**config.mk**
```make
export PLATFORM = sky130hd
export DESIGN_NAME = div_ctrl
export DESIGN_NICKNAME = d
export VERILOG_FILES = /design/src/rtl/div_ctrl.sv
export SDC_FILE = /design/constraint.sdc
export NUM_CORES = 1
export LEC_CHECK = 0
export BUFFER_PORTS_ARGS = -buffer_cell sky130_fd_sc_hd__buf_2
export CAP_MARGIN = 10
export CORE_ASPECT_RATIO = 0.7
export CORE_MARGIN = 5
export CORE_UTILIZATION = 40
export CTS_BUF_LIST = sky130_fd_sc_hd__clkbuf_2 sky130_fd_sc_hd__clkbuf_4 sky130_fd_sc_hd__clkbuf_8
export CTS_CLUSTER_DIAMETER = 60
export CTS_CLUSTER_SIZE = 10
export DETAILED_ROUTE_END_ITERATION = 8
export PLACE_DENSITY = 0.68
export SYNTH_ARGS = -nofsm -noshare
export SYNTH_HDL_FRONTEND = slang
export SYNTH_SLANG_ARGS = --single-unit
export TNS_END_PERCENT = 50
```
**constraint.sdc**
```tcl
create_clock -name clk -period 3.2 [get_ports clk]
set_input_delay 0.16 -clock clk [delete_from_list [all_inputs] [get_ports clk]]
set_output_delay 0.16 -clock clk [all_outputs]
set_load 0.02 [all_outputs]
```
**src/rtl/div_ctrl.sv**
```systemverilog
// Sequencer between the EX-stage signed DIV request and the multi-cycle divider core.
// Latches and freezes the operands, runs the div_begin handshake and produces a one-cycle HI/LO write.
module div_ctrl #(
    parameter logic [31:0] ZERO_LO = 32'hFFFF_FFFF
) (
    input  logic        clk,
    input  logic        rst,
    input  logic        req_valid,
    input  logic [31:0] req_op1,
    input  logic [31:0] req_op2,
    output logic        req_ready,
    input  logic        cancel,
    output logic        busy,
    output logic        out_valid,
    output logic [31:0] out_hi,
    output logic [31:0] out_lo,
    output logic        div_begin,
    output logic [31:0] div_op1,
    output logic [31:0] div_op2,
    input  logic [31:0] div_result,
    input  logic [31:0] div_remainder,
    input  logic        div_end
);

    typedef enum logic [2:0] {IDLE, RUN, FIX, ZERO, DRAIN} state_t;

    state_t      state_reg, state_next;
    logic        accept, capture, write_fix, write_zero;
    logic        div_begin_reg, out_valid_reg;
    logic [31:0] div_op1_reg, div_op2_reg;
    logic [31:0] q_raw_reg, r_raw_reg;
    logic [31:0] out_hi_reg, out_lo_reg;
    logic [31:0] hi_fix;

    // Core reports the remainder as a magnitude; it takes the sign of the dividend.
    assign hi_fix = div_op1_reg[31] ? (~r_raw_reg + 32'd1) : r_raw_reg;

    always_comb begin
        state_next = state_reg;
        accept     = 1'b0;
        capture    = 1'b0;
        write_fix  = 1'b0;
        write_zero = 1'b0;
        case (state_reg)
            IDLE: begin
                if (req_valid && !cancel) begin
                    accept     = 1'b1;
                    state_next = (req_op2 == 32'd0) ? ZERO : RUN;
                end
            end
            RUN: begin
                // A flush in the completion cycle still discards the result.
                if (cancel) begin
                    state_next = DRAIN;
                end else if (div_end) begin
                    capture    = 1'b1;
                    state_next = FIX;
                end
            end
            FIX: begin
                write_fix  = !cancel;
                state_next = IDLE;
            end
            ZERO: begin
                write_zero = !cancel;
                state_next = IDLE;
            end
            DRAIN:   state_next = IDLE;
            default: state_next = IDLE;
        endcase
    end

    always_ff @(posedge clk) begin
        if (rst) begin
            state_reg     <= IDLE;
            div_begin_reg <= 1'b0;
            div_op1_reg   <= 32'd0;
            div_op2_reg   <= 32'd0;
            q_raw_reg     <= 32'd0;
            r_raw_reg     <= 32'd0;
            out_valid_reg <= 1'b0;
            out_hi_reg    <= 32'd0;
            out_lo_reg    <= 32'd0;
        end else begin
            state_reg     <= state_next;
            // Level stays high exactly while in RUN, so it drops on div_end and never restarts the core.
            div_begin_reg <= (state_next == RUN);
            out_valid_reg <= write_fix | write_zero;
            if (accept) begin
                div_op1_reg <= req_op1;
                div_op2_reg <= req_op2;
            end
            if (capture) begin
                q_raw_reg <= div_result;
                r_raw_reg <= div_remainder;
            end
            if (write_fix) begin
                out_hi_reg <= hi_fix;
                out_lo_reg <= q_raw_reg;
            end else if (write_zero) begin
                out_hi_reg <= div_op1_reg;
                out_lo_reg <= ZERO_LO;
            end
        end
    end

    assign req_ready = (state_reg == IDLE);
    assign busy      = (state_reg != IDLE);
    assign div_begin = div_begin_reg;
    assign div_op1   = div_op1_reg;
    assign div_op2   = div_op2_reg;
    assign out_valid = out_valid_reg;
    assign out_hi    = out_hi_reg;
    assign out_lo    = out_lo_reg;

endmodule

```
==> summary.txt, run 1 <==
Cells and area
  – Area grow syn2layout: 40.31%
  – Final instance area: 11020 um2
  – Most common cell after layout, fill and taps aside: nand2_1
  – Layout cells sized above 1: 0.2370
  – Net total in the final layout: 1489
  – Highest-count cells in the layout ignoring fill and taps: 283 x nand2_1, 263 x buf_2, 196 x dfxtp_1, 165 x a21oi_1, 129 x dlygate4sd3_1

Logic synthesis
  – Yosys cell types: 40
  – Avg Inst Size Synth: 7.786 um2
  – Async S/R FF share, synth: 0
  – Top FF cell, synth: dfxtp_1
  – Top post-synthesis cells by area: dfxtp_1 50%, nand2_1 14%, a21oi_1 11%, nor3_1 4.4%, clkbuf_1 3.5%
  – Yosys reg bits: 197
  – Register area share after synthesis: 0.5020
  – Yosys warns: 0
  – Area share of the largest cell type after synthesis: 0.5020
  – Syn nets: 1143
  – Mapped cell area: 7856 um2
  – Post-synth top area cell: dfxtp_1
  – Gate Count Post-Synth: 1009
  – Post-synth EDFFs: 0

Detailed routing
  – Iteration-0 DRC count of the detailed router: 630
  – Routed WL: 27010 um
  – Vias: 8254
  – Via density: 5.058
  – Final ANT Viol Nets: 0
  – Routed length per instance: 16.55 um
  – DRC Markers: 0
  – Drt first pass iters: 5

Floorplanning
  – Die Y: 127.3 um
  – Initial Util: 0.4107
  – Die area: 22590 um2
  – Placeable Area: 19130 um2
  – Chip width: 177.5 um
  – Top Ports: 265
  – Row cnt: 42

Timing
  – Max-slew headroom: 0.4716
  – Final hold violation count: 0
  – Worst hold margin: 0.05419 ns
  – Setup TNS Final: 0 ns
  – Worst Max-Slew Pin Slew: 0.7917 ns
  – Final Critical Period: 2.427 ns
  – Final worst slack: 0.7728 ns
  – Final setup violation count: 0
  – Tcrit/Tclk final: 0.7585
  – Clock skew: 0.01669 ns
  – Max-slew violations: 0
  – Fmax: 0.4120 GHz
  – Unrepaired setup endpoints after global routing: false

Critical path
  – Critical Path Start Type: register
  – Critical Path End Type: register
  – Critical path peak fanout: 6
  – Flop2flop setup slack: 0.77 ns
  – Reg-to-Reg Start: r_raw_reg[19]
  – Kind of critical path: reg -> reg
  – R2R depth: 5
  – Req. time, crit path: 3.58 ns
  – Critical register-to-register path endpoint: out_hi[31]
  – CP arrival: 2.81 ns

CTS
  – H-Tree Depth: 4
  – Clock tree buffer depth: 2
  – CTS Buf Count: 17
  – CTS tree: built
  – Clock slew at reported path FFs: 0.10 ns
  – Clock Latency Late Sink: 0.46 ns
  – CTS Sinks: 197
  – Postcts setup bufs: 0
  – CTS root buffer: clkbuf_8

GRT
  – Gr usage total: 0.2277
  – Antenna violations before repair: 2
  – First-pass GRT wire length: 41350 um
  – Vias in the first global route: 7876
  – Largest net degree at the start of global routing: 84
  – Total grt overflow: 0

Run status
  – Outcome: finished clean

Place
  – Worst slack, placed: 0.8235 ns
  – Buffers on Ports: 264
  – DP HPWL: 17520 um
  – RePlAce Congestion: 0.8328
  – Placed instance area: 9369 um2

Power
  – Total Power: 4.638 mW
  – P per Cell Area: 420.7 nW/um2
  – Pleak: 4.626 nW
  – VDD IR-drop max: 0.2333 mV

Min path
  – HP Class: in -> reg
  – Hold Crit Start: req_valid
  – Worst Hold Path EP: state_reg[0]
  – Worst Hold Depth: 3

Job
  – Number of max-cap violations: 0
## worst max-delay path, stage by stage, from the launching register on
cell and delay, ns:
dfxtp_1 0.37, or4_4 0.57, or3_1 0.51, or4_4 0.52, o31a_1 0.28, o21ai_1 0.10
## cells in the mapped netlist (all sizes together), types with 2 or more instances
| library cell | n |
|---|---|
| o21ai | 17 |
| inv | 9 |
| nor4 | 15 |
| buf | 10 |
| clkbuf | 73 |
| o31ai | 11 |
| o31a | 2 |
| nand4 | 6 |
| mux2i | 3 |
| a211oi | 2 |
| nor3 | 69 |
| a21oi | 165 |
| and3 | 15 |
| o22ai | 14 |
| xor2 | 15 |
| nand2b | 8 |
| o41ai | 7 |
| nor3b | 5 |
| nand2 | 283 |
| or3b | 2 |
| or4 | 8 |
| dfxtp | 197 |
| xnor2 | 12 |
| or3 | 8 |
| o211ai | 5 |
| nor2 | 39 |
## repair_timing
item,4_1_cts,5_1_grt
hold buffers,129,0
hold endpoints to repair,129,0
resized for setup,0,0
setup endpoints to repair,0,0
## power by group
part           internal, mW  switching [mW]  total (mW)
combinational         0.271           0.327       0.598
clock                 0.558           0.933        1.49
sequential             2.51          0.0434        2.55
total                  3.33            1.30        4.64
## cell families (layout without fill, tap and decap cells)
group                      count (synthesis)  in the layout  synth area share
other                                      0              1                 0
muxes                                      3              3          0.003822
xor gates and xnor gates                  27             27           0.03010
buffers and inverters                     92            450           0.04523
adders and majority gates                  1              1          0.001592
and+or+nand+nor                          464            464            0.2607
DFF                                      197            197            0.5020
AOI/OAI and AO/OA                        225            225            0.1566
## how the worst max path moves through the flow
| stage | start | cells after the start | endpoint |
|---|---|---|---|
| finish | r_raw_reg[19] | 5 | out_hi[31] |
| global route | r_raw_reg[4] | 5 | out_hi[28] |
| CTS | r_raw_reg[19] | 5 | out_hi[31] |
| detailed placement | r_raw_reg[19] | 5 | out_hi[31] |
| global placement | r_raw_reg[19] | 5 | out_hi[31] |
| floorplan | r_raw_reg[19] | 6 | out_hi[31] |
## metrics by stage
stage,instances,utilization
final,1632,0.5763
after global routing,1632,0.5763
after CTS,1631,0.5761
after detailed placement,1471,0.4898
after global placement,1471,0.4898
after floorplan,1009,-
## layer usage
layer	vias up	GRT usage	part of all wire
met5	-	0	0.00048
met4	2	0.07364	0.027
met3	51	0.06763	0.076
met2	299	0.3659	0.45
met1	3787	0.2958	0.44
li1	4115	-	-
## area by class of cell
| cell class | count | area, um2 |
|---|---|---|
| Inverter | 9 | 33.78 |
| Sequential cell | 197 | 3945 |
| Clock buffer | 17 | 234.0 |
| Tap cell | 264 | 330.3 |
| Clock inverter | 14 | 126.4 |
| Timing Repair Buffer | 410 | 2771 |
| Multi-Input combinational cell | 720 | 3580 |
| Fill cell | 1779 | 8105 |
| Antenna cell | 1 | 2.502 |
(Power assumes the default switching activity.)
==> run 2: changes to the inputs <==
==> constraint.sdc (replaced) <==
create_clock -name clk -period 2.3 [get_ports clk]
set_input_delay 0.115 -clock clk [delete_from_list [all_inputs] [get_ports clk]]
set_output_delay 0.115 -clock clk [all_outputs]
set_load 0.02 [all_outputs]
==> summary.txt, run 2 (same netlist as run 1, synthesis figures left out) <==
Timing
  – Worst Max-Slew Pin Slew: 0.7891 ns (-0.002661 ns)
  – Final setup violation count: 0 (unchanged)
  – Setup TNS Final: 0 ns (unchanged)
  – Unrepaired setup endpoints after global routing: false
  – Max-slew violations: 0 (unchanged)
  – Final hold violation count: 0 (unchanged)
  – Max-slew headroom: 0.4732 (+0.001660)
  – Tcrit/Tclk final: 0.9664 (+0.2079)
  – Fmax: 0.4499 GHz (+9.2%)
  – Final Critical Period: 2.223 ns (-0.2044 ns)
  – Clock skew: 0.01897 ns (+0.002280 ns)

CTS
  – CTS tree: built
  – CTS root buffer: clkbuf_8
  – Clock tree buffer depth: 2 (unchanged)
  – Clock slew at reported path FFs: 0.10 ns (about the same)
  – CTS Sinks: 197 (unchanged)
  – H-Tree Depth: 4 (unchanged)
  – Clock Latency Late Sink: 0.47 ns (about the same)
  – CTS Buf Count: 17 (unchanged)

GRT
  – Antenna violations before repair: 0 (-2)
  – Total grt overflow: 0 (unchanged)
  – Vias in the first global route: 8057 (+2.3%)
  – First-pass GRT wire length: 41680 um (+0.79%)
  – Gr usage total: 0.2275 (about the same)
  – Largest net degree at the start of global routing: 87 (+3.6%)

Critical path
  – Flop2flop setup slack: 0.08 ns (-0.70 ns)
  – CP max stage cell: or4_4
  – Req. time, crit path: 2.69 ns (-0.89 ns)
  – Critical Path Start Type: register
  – Critical Path End Type: register
  – CP cell instances: or4_4 -> or3_4 -> or4_4 -> o31a_1 -> o21ai_1
  – Critical register-to-register path endpoint: out_hi[31]
  – CP arrival: 2.61 ns (-0.20 ns)
  – Reg-to-Reg Start: r_raw_reg[19]
  – R2R depth: 5 (unchanged)
  – Kind of critical path: reg -> reg
  – Critical path peak fanout: 2 (-4)
  – Largest stage delay, worst path: 0.54 ns (-0.03 ns)
  – Most used cell, CP: or4_4

Cells and area
  – Layout cells sized above 1: 0.2475 (+0.01047)
  – Area grow syn2layout: 44.24%
  – Net total in the final layout: 1515 (+1.7%)
  – Antenna cell count: 0 (-1)
  – Most common cell after layout, fill and taps aside: nand2_1
  – Final instance area: 11330 um2 (+2.8%)
  – Highest-count cells in the layout ignoring fill and taps: 283 x nand2_1, 263 x buf_2, 196 x dfxtp_1, 165 x a21oi_1, 137 x dlygate4sd3_1

Power
  – Pleak: 4.818 nW (+4.2%)
  – Total Power: 6.896 mW (+49%)
  – P per Cell Area: 608.5 nW/um2 (+45%)
  – VDD IR-drop max: 0.4109 mV (+76%)

Detailed routing
  – DRC Markers: 0 (unchanged)
  – Iteration-0 DRC count of the detailed router: 536 (-15%)
  – Via density: 5.112 (+1.1%)
  – Vias: 8476 (+2.7%)
  – Routed WL: 26920 um (-0.36%)
  – Routed length per instance: 16.23 um (-1.9%)
  – Drt first pass iters: 5 (unchanged)
  – Final ANT Viol Nets: 0 (unchanged)

Place
  – RePlAce Congestion: 0.8605 (+3.3%)
  – Placed instance area: 9504 um2 (+1.4%)
  – Buffers on Ports: 264 (unchanged)
  – DP HPWL: 17740 um (+1.3%)

Floorplanning
  – Initial Util: 0.4107 (unchanged)
  – Placeable Area: 19130 um2 (unchanged)
  – Chip width: 177.5 um (unchanged)
  – Row cnt: 42 (unchanged)
  – Die Y: 127.3 um (unchanged)
  – Top Ports: 265 (unchanged)
  – Die area: 22590 um2 (unchanged)

Run status
  – Outcome: finished clean

Job
  – Number of max-cap violations: 0 (unchanged)

Min path
  – HP Class: in -> reg
  – Worst Hold Path EP: q_raw_reg[13]
  – Hold Crit Start: rst
  – Worst Hold Depth: 2 (-1)
[run 2: changes by cell type in the layout (fill, tap and decap cells not counted), sizes merged]
cell	delta
clkinvlp	-2
clkbuf	+1
clkinv	-3
inv	+1
dlygate4sd3	+8
bufinv	+4
diode	-1
buf	+18
[run 2: where the power goes]
part	switching [mW]	leakage [nW]	internal [mW]
sequential	0.0608	1.60	3.49
clock	1.28	0.225	1.22
combinational	0.455	3.00	0.396
total	1.80	4.82	5.10
[run 2: routing by layer]
layer	track usage	share of wire	wire, um	vias to the layer above
li1	-	-	-	4167
met1	0.2982	0.44	11940	3952
met2	0.3666	0.46	12280	299
met3	0.06438	0.074	1982	58
met4	0.07000	0.027	716	0
met5	0	0	0	-
[run 2: worst max-delay path by stage]
stage                  start    endpoint  cells after the start  slack, ns
2_1_floorplan  r_raw_reg[19]  out_hi[31]                      6      0.003
3_3_place_gp   r_raw_reg[25]  out_hi[31]                      5       0.06
3_5_place_dp   r_raw_reg[25]  out_hi[31]                      5       0.05
4_1_cts        r_raw_reg[25]  out_hi[31]                      5       0.03
5_1_grt        r_raw_reg[19]  out_hi[31]                      5      0.008
6_report       r_raw_reg[19]  out_hi[31]                      5       0.08
[run 2: area by class of cell]
class	instances	area, um2
clock buffer	18	241.5
clock inverter	14	200.2
fill	1728	7796
inverter	9	33.78
multi-input combinational	720	3595
sequential	197	3945
tap	264	330.3
timing repair buffer	436	2987
[run 2: per-stage QoR]
stage / setup slack [ns] / hold slack, ns / util / std cells
after floorplan: 0.002590 / 0.2344 / - / 1009
after global placement: 0.05653 / 0.3566 / 0.4969 / 1489
after detailed placement: 0.05451 / 0.3614 / 0.4969 / 1489
after CTS: 0.03431 / 0.0006365 / 0.5916 / 1658
after global routing: 0.008446 / 0.01256 / 0.5924 / 1658
final: 0.07722 / 0.04105 / 0.5924 / 1658
[run 2: critical path: cells and delay by family, from the launching register on]
family / cells / cell delay, ns
AND/OR/NAND/NOR: 3 / 1.44
AO/OA/AOI/OAI: 2 / 0.39
flip-flops: 1 / 0.32
[run 2: what timing repair did]
action | 4_1_cts | 5_1_grt
gates resized for setup | 0 | 3
setup endpoints to repair | 0 | 2
setup buffers | 0 | 0
endpoints found under the hold margin | 130 | 0
hold buffers | 137 | 0
==> run 3: changes to the inputs <==
--- a/config.mk
+++ b/config.mk
@@ -5,7 +5,7 @@
 export SDC_FILE = /design/constraint.sdc
 export NUM_CORES = 1
 export LEC_CHECK = 0
-export BUFFER_PORTS_ARGS = -buffer_cell sky130_fd_sc_hd__buf_2
+export BUFFER_PORTS_ARGS = -buffer_cell sky130_fd_sc_hd__clkbuf_2
 export CAP_MARGIN = 10
 export CORE_ASPECT_RATIO = 0.7
 export CORE_MARGIN = 5
==> summary.txt, run 3 (same netlist as run 1, synthesis figures left out) <==
Timing
  – Unrepaired setup endpoints after global routing: false
  – Fmax: 0.4588 GHz (+2.0%)
  – Clock skew: 0.01806 ns (-0.0009117 ns)
  – Final Critical Period: 2.180 ns (-0.04302 ns)
  – Setup TNS Final: 0 ns (unchanged)
  – Final setup violation count: 0 (unchanged)
  – Max-slew headroom: 0.5072 (+0.03393)
  – Max-slew violations: 0 (unchanged)
  – Worst Max-Slew Pin Slew: 0.7382 ns (-0.05082 ns)
  – Tcrit/Tclk final: 0.9477 (-0.01870)
  – Final hold violation count: 0 (unchanged)

GRT
  – Total grt overflow: 0 (unchanged)
  – First-pass GRT wire length: 42680 um (+2.4%)
  – Vias in the first global route: 8125 (+0.84%)
  – Largest net degree at the start of global routing: 76 (-13%)
  – Antenna violations before repair: 1 (+1)
  – Gr usage total: 0.2342 (+0.006724)

Run status
  – Outcome: finished clean

Critical path
  – Critical Path End Type: register
  – Req. time, crit path: 2.62 ns (-0.07 ns)
  – Largest stage delay, worst path: 0.56 ns (+0.02 ns)
  – CP arrival: 2.50 ns (-0.11 ns)
  – Kind of critical path: reg -> reg
  – R2R depth: 6 (+1)
  – CP cell instances: or4_4 -> or3_4 -> buf_4 -> o41ai_1 -> xor2_1 -> o22ai_1
  – Reg-to-Reg Start: r_raw_reg[19]
  – Buf/Inv on CP: 1 (+1)
  – Critical register-to-register path endpoint: out_hi[27]
  – Crit path max-delay family: simple AND/OR/NAND/NOR gates
  – Flop2flop setup slack: 0.12 ns (+0.04 ns)
  – Critical Path Start Type: register
  – Critical path peak fanout: 5 (+3)
  – CP max stage cell: or4_4

Floorplanning
  – Die Y: 127.3 um (unchanged)
  – Initial Util: 0.4107 (unchanged)
  – Die area: 22590 um2 (unchanged)
  – Chip width: 177.5 um (unchanged)
  – Top Ports: 265 (unchanged)
  – Placeable Area: 19130 um2 (unchanged)
  – Row cnt: 42 (unchanged)

Cells and area
  – Area grow syn2layout: 45.39%
  – Highest-count cells in the layout ignoring fill and taps: 283 x nand2_1, 263 x clkbuf_2, 195 x dfxtp_1, 165 x a21oi_1, 140 x dlygate4sd3_1
  – Most common cell after layout, fill and taps aside: nand2_1
  – Net total in the final layout: 1524 (+0.59%)
  – Layout cells sized above 1: 0.2516 (+0.004114)
  – Final instance area: 11420 um2 (+0.80%)

Min path
  – HP Class: in -> reg
  – Hold Crit Start: div_end
  – Worst Hold Depth: 4 (+2)
  – Worst Hold Path EP: state_reg[0]

CTS
  – CTS root buffer: clkbuf_8
  – Clock Latency Late Sink: 0.46 ns (about the same)
  – Clock tree buffer depth: 2 (unchanged)
  – CTS Sinks: 197 (unchanged)
  – H-Tree Depth: 4 (unchanged)
  – CTS Buf Count: 17 (unchanged)
  – Clock slew at reported path FFs: 0.10 ns (about the same)
  – CTS tree: built

Power
  – Seq pwr share: 0.521 (+0.007)
  – Cell-internal power: 4.950 mW (-2.9%)
  – Total Power: 6.812 mW (-1.2%)
  – P per Cell Area: 596.4 nW/um2 (-2.0%)
  – Comb pwr share: 0.131 (+0.008)
  – VDD IR-drop max: 0.3642 mV (-11%)
  – Switching share of power: 0.2734 (+0.01278)
  – Clock group share of total power: 0.349 (-0.013)
  – Sw power: 1.862 mW (+3.6%)
  – Pleak: 4.774 nW (-0.93%)

Detailed routing
  – Final ANT Viol Nets: 0 (unchanged)
  – DRC Markers: 0 (unchanged)
  – Drt first pass iters: 5 (unchanged)
  – Iteration-0 DRC count of the detailed router: 734 (+37%)
  – Routed WL: 27780 um (+3.2%)
  – Vias: 8519 (+0.51%)
  – Via density: 5.107 (about the same)
  – Routed length per instance: 16.65 um (+2.6%)

Job
  – Number of max-cap violations: 0 (unchanged)

Place
  – RePlAce Congestion: 0.8455 (-1.7%)
  – DP HPWL: 17910 um (+0.95%)
  – Placed instance area: 9492 um2 (-0.13%)
  – Buffers on Ports: 264 (unchanged)
-- run 3: changes by cell type in the layout (fill, tap and decap cells not counted), sizes merged --
cell	change
clkinvlp	+3
clkbuf	+265
diode	+1
clkinv	-4
dlygate4sd3	+3
inv	+2
bufinv	-2
buf	-258
-- run 3: area by class of cell --
class	count	area, um2
antenna	1	2.502
clock buffer	19	255.2
clock inverter	13	163.9
fill	1711	7706
inverter	9	33.78
multi-input combinational	720	3606
sequential	197	3946
tap	264	330.3
timing repair buffer	445	3084
-- run 3: worst max-delay path by stage --
| stage | start | to | slack (ns) | depth (start not counted) |
|---|---|---|---|---|
| final | r_raw_reg[19] | out_hi[27] | 0.12 | 6 |
| after CTS | r_raw_reg[19] | out_hi[31] | 0.01 | 5 |
| after floorplan | r_raw_reg[19] | out_hi[31] | 0.003 | 6 |
| after global routing | r_raw_reg[0] | out_hi[28] | 0.003 | 7 |
| after detailed placement | r_raw_reg[19] | out_hi[31] | 0.05 | 5 |
| after global placement | r_raw_reg[19] | out_hi[31] | 0.05 | 5 |
-- run 3: worst register-to-register path, stage by stage, from the launching register on --
cell and delay [ns]:
dfxtp_1 0.33, or4_4 0.56, or3_4 0.36, buf_4 0.16, o41ai_1 0.35, xor2_1 0.19, o22ai_1 0.10
-- run 3: timing repair --
| action | 4_1_cts | 5_1_grt |
|---|---|---|
| endpoints found under the hold margin | 134 | 0 |
| setup endpoints to repair | 0 | 10 |
| hold buffers | 140 | 0 |
| setup buffers | 0 | 4 |
| gates resized for setup | 0 | 12 |
-- run 3: routing by layer --
layer,GRT usage,vias up,part of all wire
met2,0.3715,360,0.45
met5,0,-,0
li1,-,4195,-
met1,0.3055,3899,0.43
met4,0.09045,0,0.034
met3,0.06438,65,0.080
-- run 3: through the flow --
stage               utilization  std cells  worst slack [ns]  hold WS (ns)
finish                   0.5971       1668            0.1202       0.06818
global route             0.5971       1668          0.002779       0.09674
CTS                      0.5914       1661           0.01102      0.005957
detailed placement       0.4962       1489           0.05095        0.3426
global placement         0.4962       1489           0.05262        0.3381
floorplan                     -       1009          0.002590        0.2344
-- run 3: power groups by stage --
stage / combinational (mW) / clock, mW / sequential (mW)
after detailed placement: 0.659 / 0 / 3.62
after global routing: 0.959 / 2.59 / 3.56
final: 0.889 / 2.38 / 3.55
after floorplan: 0.296 / 0 / 3.68
after global placement: 0.656 / 0 / 3.62
after CTS: 0.845 / 2.42 / 3.55
